==> config.mk <==
export PLATFORM = sky130hd
export DESIGN_NAME = uart_loader
export DESIGN_NICKNAME = d
export VERILOG_FILES = /design/src/rtl/uart_loader.sv
export SDC_FILE = /design/constraint.sdc
export NUM_CORES = 1
export LEC_CHECK = 0
export CAP_MARGIN = 10
export CORE_UTILIZATION = 25
export DETAILED_ROUTE_END_ITERATION = 10
export REMOVE_ABC_BUFFERS = 1
export SETUP_SLACK_MARGIN = 0.4
export SKIP_LAST_GASP = 1
export SLEW_MARGIN = 20
export SYNTH_ARGS = -nofsm -noshare
export SYNTH_HDL_FRONTEND = slang
export SYNTH_SLANG_ARGS = --single-unit
==> constraint.sdc <==
create_clock -name clk -period 6.94 [get_ports clk]
set_input_delay 1.388 -clock clk [delete_from_list [all_inputs] [get_ports clk]]
set_output_delay 1.388 -clock clk [all_outputs]
set_load 0.02 [all_outputs]
==> src/rtl/uart_loader.sv <==
// uart_loader: receives a length-prefixed 8N1 UART image and writes it word by word into program RAM, holding the CPU in reset until loading completes.
module uart_loader #(
  parameter int CLKS_PER_BIT = 868,
  parameter int ADDR_WIDTH   = 12
) (
  input  logic                  clk,
  input  logic                  reset,
  input  logic                  rx,
  output logic                  cpu_reset,
  output logic                  mem_we,
  output logic [ADDR_WIDTH-1:0] mem_addr,
  output logic [31:0]           mem_wdata,
  output logic                  done,
  output logic                  frame_err
);
  localparam int CW = $clog2(CLKS_PER_BIT) + 1;
  localparam logic [CW-1:0] HALF_LAST = CW'(CLKS_PER_BIT / 2 - 1);
  localparam logic [CW-1:0] FULL_LAST = CW'(CLKS_PER_BIT - 1);
  localparam logic [1:0] RX_IDLE = 2'd0, RX_START = 2'd1, RX_DATA = 2'd2, RX_STOP = 2'd3;
  localparam logic [1:0] LD_LEN_LO = 2'd0, LD_LEN_HI = 2'd1, LD_DATA = 2'd2, LD_DONE = 2'd3;

  logic                  sync1_q, sync2_q;
  logic [1:0]            rx_st_q, rx_st_d;
  logic [CW-1:0]         cnt_q, cnt_d;
  logic [2:0]            bit_q, bit_d;
  logic [7:0]            shift_q, shift_d;
  logic                  ferr_q, ferr_d;
  logic                  byte_valid;
  logic [1:0]            ld_st_q, ld_st_d;
  logic [15:0]           len_q, len_d;
  logic [15:0]           words_q, words_d;
  logic [1:0]            bidx_q, bidx_d;
  logic [31:0]           wdata_q, wdata_d;
  logic [ADDR_WIDTH-1:0] addr_q, addr_d;
  logic                  we_q, we_d;

  always_comb begin
    rx_st_d    = rx_st_q;
    cnt_d      = cnt_q + 1'b1;
    bit_d      = bit_q;
    shift_d    = shift_q;
    ferr_d     = ferr_q;
    byte_valid = 1'b0;
    case (rx_st_q)
      RX_IDLE: begin
        cnt_d = '0;
        if (!sync2_q) rx_st_d = RX_START;
      end
      RX_START: if (cnt_q == HALF_LAST) begin
        cnt_d   = '0;
        bit_d   = '0;
        rx_st_d = sync2_q ? RX_IDLE : RX_DATA;
      end
      RX_DATA: if (cnt_q == FULL_LAST) begin
        cnt_d   = '0;
        shift_d = {sync2_q, shift_q[7:1]};
        bit_d   = bit_q + 3'd1;
        if (bit_q == 3'd7) rx_st_d = RX_STOP;
      end
      default: if (cnt_q == FULL_LAST) begin
        rx_st_d    = RX_IDLE;
        byte_valid = sync2_q;
        ferr_d     = ferr_q | ~sync2_q;
      end
    endcase
  end

  // The write strobe cycle advances the address and word count; the last word moves to DONE.
  always_comb begin
    ld_st_d = ld_st_q;
    len_d   = len_q;
    words_d = words_q;
    bidx_d  = bidx_q;
    wdata_d = wdata_q;
    addr_d  = addr_q;
    we_d    = 1'b0;
    if (we_q) begin
      addr_d  = addr_q + 1'b1;
      words_d = words_q + 16'd1;
      if (words_q == len_q - 16'd1) ld_st_d = LD_DONE;
    end
    if (byte_valid)
      case (ld_st_q)
        LD_LEN_LO: begin
          len_d[7:0] = shift_q;
          ld_st_d    = LD_LEN_HI;
        end
        LD_LEN_HI: begin
          len_d[15:8] = shift_q;
          ld_st_d     = ({shift_q, len_q[7:0]} == 16'd0) ? LD_DONE : LD_DATA;
        end
        LD_DATA: begin
          wdata_d[{bidx_q, 3'b000} +: 8] = shift_q;
          bidx_d = bidx_q + 2'd1;
          we_d   = (bidx_q == 2'd3);
        end
        default: ;
      endcase
  end

  always_ff @(posedge clk) begin
    if (reset) begin
      sync1_q <= 1'b1;
      sync2_q <= 1'b1;
      rx_st_q <= RX_IDLE;
      cnt_q   <= '0;
      bit_q   <= '0;
      shift_q <= '0;
      ferr_q  <= 1'b0;
      ld_st_q <= LD_LEN_LO;
      len_q   <= '0;
      words_q <= '0;
      bidx_q  <= '0;
      wdata_q <= '0;
      addr_q  <= '0;
      we_q    <= 1'b0;
    end else begin
      sync1_q <= rx;
      sync2_q <= sync1_q;
      rx_st_q <= rx_st_d;
      cnt_q   <= cnt_d;
      bit_q   <= bit_d;
      shift_q <= shift_d;
      ferr_q  <= ferr_d;
      ld_st_q <= ld_st_d;
      len_q   <= len_d;
      words_q <= words_d;
      bidx_q  <= bidx_d;
      wdata_q <= wdata_d;
      addr_q  <= addr_d;
      we_q    <= we_d;
    end
  end

  assign cpu_reset = (ld_st_q != LD_DONE);
  assign done      = (ld_st_q == LD_DONE);
  assign mem_we    = we_q;
  assign mem_addr  = addr_q;
  assign mem_wdata = wdata_q;
  assign frame_err = ferr_q;
endmodule

==> Yosys cells after proc, flatten, opt, wreduce, memory -nomap -nowiden <==
Cells that the tools add are included.
{ "totals": {"register_bits": 108} }
{ "classes": {"n_addsub": 7, "eq_ne": 15, "shift": 2, "mux": 21, "n_bitwise": 5, "reduce_logical": 14} }
{ "op_table": {"columns": ["cell", "n"], "rows": [
  ["$pmux W11 S3", 1],
  ["$bwmux W32", 1],
  ["$shift A8 B7 Y32 const A", 1],
  ["$shiftx A8 B7 Y32", 1],
  ["$mux W11", 2],
  ["$mux W2", 9],
  ["$add A16 B1 Y16 const B", 1],
  ["$eq A16 B16 Y1", 1],
  ["$logic_not A16 Y1", 1],
  ["$sub A16 B1 Y16 const B", 1],
  ["$add A12 B1 Y12 const B", 1],
  ["$add A11 B1 Y11 const B", 1],
  ["$eq A11 B10 Y1 const B", 1],
  ["$eq A11 B9 Y1 const B", 1],
  ["$ne A2 B2 Y1 const B", 5],
  ["$reduce_and A2 Y1", 5],
  ["$eq A2 B2 Y1 const B", 4],
  ["$neg A5 Y7", 1],
  ["$mux W3", 2],
  ["$pmux W2 S3", 1],
  ["$pmux W3 S2", 1],
  ["$reduce_or A3 Y1", 2],
  ["$reduce_and A5 Y1", 1],
  ["$eq A2 B1 Y1 const B", 2],
  ["11 further kinds", 17]
]} }

==> Depth between registers and ports, before layout <==
{ "logic_depth": {"ltp_word": 6, "depth_mapped": 9} }

==> Least setup slack after synthesis <==
No wires, ideal clock.
{ "synth_path": {"path_kind": "flip-flop to flip-flop", "from": "reg cnt_q[0]", "to": "reg len_q[0]", "setup_time_ns": 0.128, "t_arrival_ns": 2.303, "t_required_ns": 6.812, "slack_ns": 4.509, "stages_incl_launch_ff": 10, "n_path_buf": 2, "path_cell_list": "dfxtp_1 ha_1 or3b_2 nor4_2 clkbuf_8 nand2_1 nor3_1 buf_6 mux2i_1 nor2_1"} }
{ "synth_via": {"elab_chain_len": 4} }
{ "synth_rtl": {"columns": ["item", "line_no", "source"], "rows": [
  ["start, declared", "24", "logic [CW-1:0] cnt_q, cnt_d;"],
  ["start signal, assigned", "121", "cnt_q <= cnt_d;"],
  ["$eq A11 B10 Y1", "60", "default: if (cnt_q == FULL_LAST) begin"],
  ["$mux W1", "60", null],
  ["$mux W1", "44", "case (rx_st_q)"],
  ["$reduce_and A2 Y1 (no source line)", null, null],
  ["end signal, assigned", "126", "len_q <= len_d;"],
  ["end, declared", "30", "logic [15:0] len_q, len_d;"]
]} }
Every way passes these cells.
A chain may end at the register's enable or synchronous reset.

==> Worst setup path in the final report <==
{ "layout_path": {"from": "reg we_q, in the netlist mem_we", "to": "out mem_we"} }
{ "layout_rtl": {"columns": ["item", "line_no", "source"], "rows": [
  ["start, declared", "35", "logic we_q, we_d;"],
  ["start signal, assigned", "131", "we_q <= we_d;"],
  ["end, declared", "10", "output logic mem_we,"]
]} }
No word-level cell between the ends.

==> results.json <==
{
  "hold_class": "flop to flop",
  "crit_arrival_ns": 1.83,
  "synth_top_cells_by_area": "dfxtp_1, nand2_1, a21oi_1",
  "finalCriticalPeriod_ns": 3.22,
  "worstSetupStartpoint": "mem_we$_SDFF_PP0_",
  "wl_met1_um": 5760,
  "grt_pass1_wl_um": 18500,
  "max_freq_ghz": 0.311,
  "syn_inst": 595,
  "synth_top_family_by_area": "simple AND/OR/NAND/NOR gates",
  "wl_per_cell_um": 12.6,
  "slowest_delay_ns": 0.75,
  "synth_top_area_cell": "dfxtp_1",
  "layout.nets": 642,
  "io_pins": 51,
  "hold_buffers": 0,
  "synth_compound_area_share_pct": 10.6,
  "synthSimpleGateAreaFrac_pct": 26.6,
  "synth_fa_ha_area_share_pct": 3.24,
  "ys_ff_latch": 108,
  "critPathMaxFanout": 13,
  "drc": 0,
  "syn_to_final_growth_pct": 19.5,
  "cts.clk_slew.worst_paths_ns": 0.08,
  "wl_met2_um": 5080,
  "htreeDepth": 3,
  "gp_congestion": 0.749,
  "yosysWarnings": 0,
  "crit_chain": "clkdlybuf4s50_1",
  "placeableCoreArea_mm2": 0.0196,
  "final_core_util_pct": 30.6,
  "post_cts_resized": 0,
  "totalWireLength_um": 11300,
  "antenna_found_initial": 0,
  "power.leakage_nw": 1.98,
  "power_per_cell_area_mw_per_mm2": 196,
  "critPathKind": "flop to primary output",
  "cp.required_ns": 5.55,
  "grt-ovfl-total": 0,
  "post_cts_buffers": 0,
  "portBuffers": 50,
  "rows": 51,
  "drt_iter0_drc": 198,
  "ir_drop_mv": 0.107,
  "cp_top_family": "buffers and inverters",
  "end_kind": "primary output",
  "maxSlewViolCount": 0,
  "dr_wl_met3_um": 268,
  "dieArea_mm2": 0.0207,
  "finalClockSkew_ns": 0.0124,
  "yosysSeqAreaShare_pct": 43.1,
  "ys_top_cells_by_count": "dfxtp_1, nand2_1, nor2_1, a21oi_1, nand3_1",
  "synth_top_area_share_pct": 43.1,
  "critPathSlowestCell": "clkdlybuf4s50_1",
  "p_total_mw": 1.17,
  "grt_pass1_vias": 3634,
  "rsz0062_at_grt": "false",
  "clock_path_buffers": 2,
  "tns_ns": 0,
  "cts_tree": "yes",
  "path_buf_inv": 1,
  "hold_path_startpoint": "sync1_q$_SDFF_PP1_",
  "routed.top_layer": "met4",
  "die_y_um": 144,
  "root_buffer": "clkbuf_16",
  "period_share_pct": 46.4,
  "maxCapViolCount": 0,
  "r2r_start": "cnt_q[0]$_SDFF_PP0_",
  "cts_sinks": 108,
  "via_count": 4037,
  "finalHoldViolations": 0,
  "max-slew-margin-rel_pct": 30.3,
  "drt-pass1-iter-count": 4,
  "initial_core_util_pct": 25.6,
  "avgViaCountPerCell": 4.51,
  "die_width_um": 144,
  "ys.flop_type": "dfxtp_1",
  "synth_xor_area_share_pct": 8.90,
  "grt_max_degree": 52,
  "synth.most_common_cell": "dfxtp_1",
  "finalSetupViolations": 0,
  "grt_usage_pct": 11.4,
  "outcome": "finished clean",
  "synth_cell_types": 55,
  "synthesis.area_mm2": 0.00502,
  "tightest_slew_ns": 1.04,
  "avgSynthCellArea_um2": 8.44,
  "synthMuxAreaShare_pct": 3.04,
  "drive_gt1_share_pct": 5.71,
  "antenna_cells": 0,
  "dpl.hpwl_um": 7580,
  "start_kind": "flop",
  "clk_latency_ns": 0.36,
  "synth-async-reset-ratio_pct": 0,
  "ant_nets": 0,
  "cts_made_buffers": 9,
  "synth_enable_flop_cells": 0
}
-- cells in the final DEF, fill, tap and decap left out, drive strengths merged, types with 3 or more instances in the layout --
master	instances
a41oi	3
xor2	26
and2	3
a21oi	60
xnor2	25
nand2b	3
clkdlybuf4s50	49
ha	13
or4	4
nor2	62
o21ai	7
mux2i	13
nand3	45
and3	11
nor3	9
nand4	8
nand4b	3
buf	4
or3	6
nor4	10
nand2	95
dfxtp	108
clkbuf	9
nor3b	4
inv	16
-- power breakdown --
part | switching, mW | leakage (nW) | internal [mW] | total, mW
Combinational | 0.0104 | 0.962 | 0.00292 | 0.0133
Clock | 0.252 | 0.147 | 0.287 | 0.539
Sequential | 0.00153 | 0.870 | 0.620 | 0.622
Total | 0.264 | 1.98 | 0.909 | 1.17
-- metal layers --
layer,global-route usage (%),up-vias
met5,0,-
met4,5.49,0
met3,1.50,13
met2,17.6,59
met1,15.5,1858
li1,-,2107
-- flip-flops by register name, summed over array words and instances (netlist names) --
name       flops
cnt_q         11
rx_st_q        2
bit_q          3
sync1_q        1
mem_we         1
mem_addr      12
bidx_q         2
frame_err      1
sync2_q        1
len_q         16
mem_wdata     32
shift_q        8
words_q       16
ld_st_q        2
-- cells by family (layout without fill, tap and decap cells) --
logic type | Yosys count | in the layout
DFF | 108 | 108
muxes | 15 | 15
adders and majority gates | 13 | 13
and+or+nand+nor | 274 | 274
buffers and inverters | 46 | 81
xor gates and xnor gates | 51 | 51
AOI/OAI and AO/OA | 88 | 88
-- cell type report --
| type | count | area (µm²) |
|---|---|---|
| clock buffers | 9 | 225 |
| repair buffers | 53 | 518 |
| flip-flops and latches | 108 | 2160 |
| multi-input cells | 441 | 2630 |
| well taps | 265 | 332 |
| inverters | 13 | 48.8 |
| clock inverters | 6 | 82.6 |
| fillers | 2080 | 13600 |
-- per-stage QoR --
stage                     area (µm²)  setup WS, ns  hold slack, ns  instances
final                           6000          3.72           0.414        895
after global routing            6000          3.38           0.428        895
after CTS                       6000          3.69           0.416        895
after detailed placement        5690          3.62           0.398        880
after global placement          5690          3.64           0.399        880
after floorplan                 4840          3.65           0.389        562
-- worst paths after layout --
path	slack [ns]	end	cells past startpoint
setup / recovery	3.72	mem_we	1
setup reg to reg	3.77	len_q[3]$_SDFFE_PP0P_	8
hold / removal	0.41	sync2_q$_SDFF_PP1_	1
hold reg to reg	0.41	sync2_q$_SDFF_PP1_	1
Power figures use the tool's default switching activity.
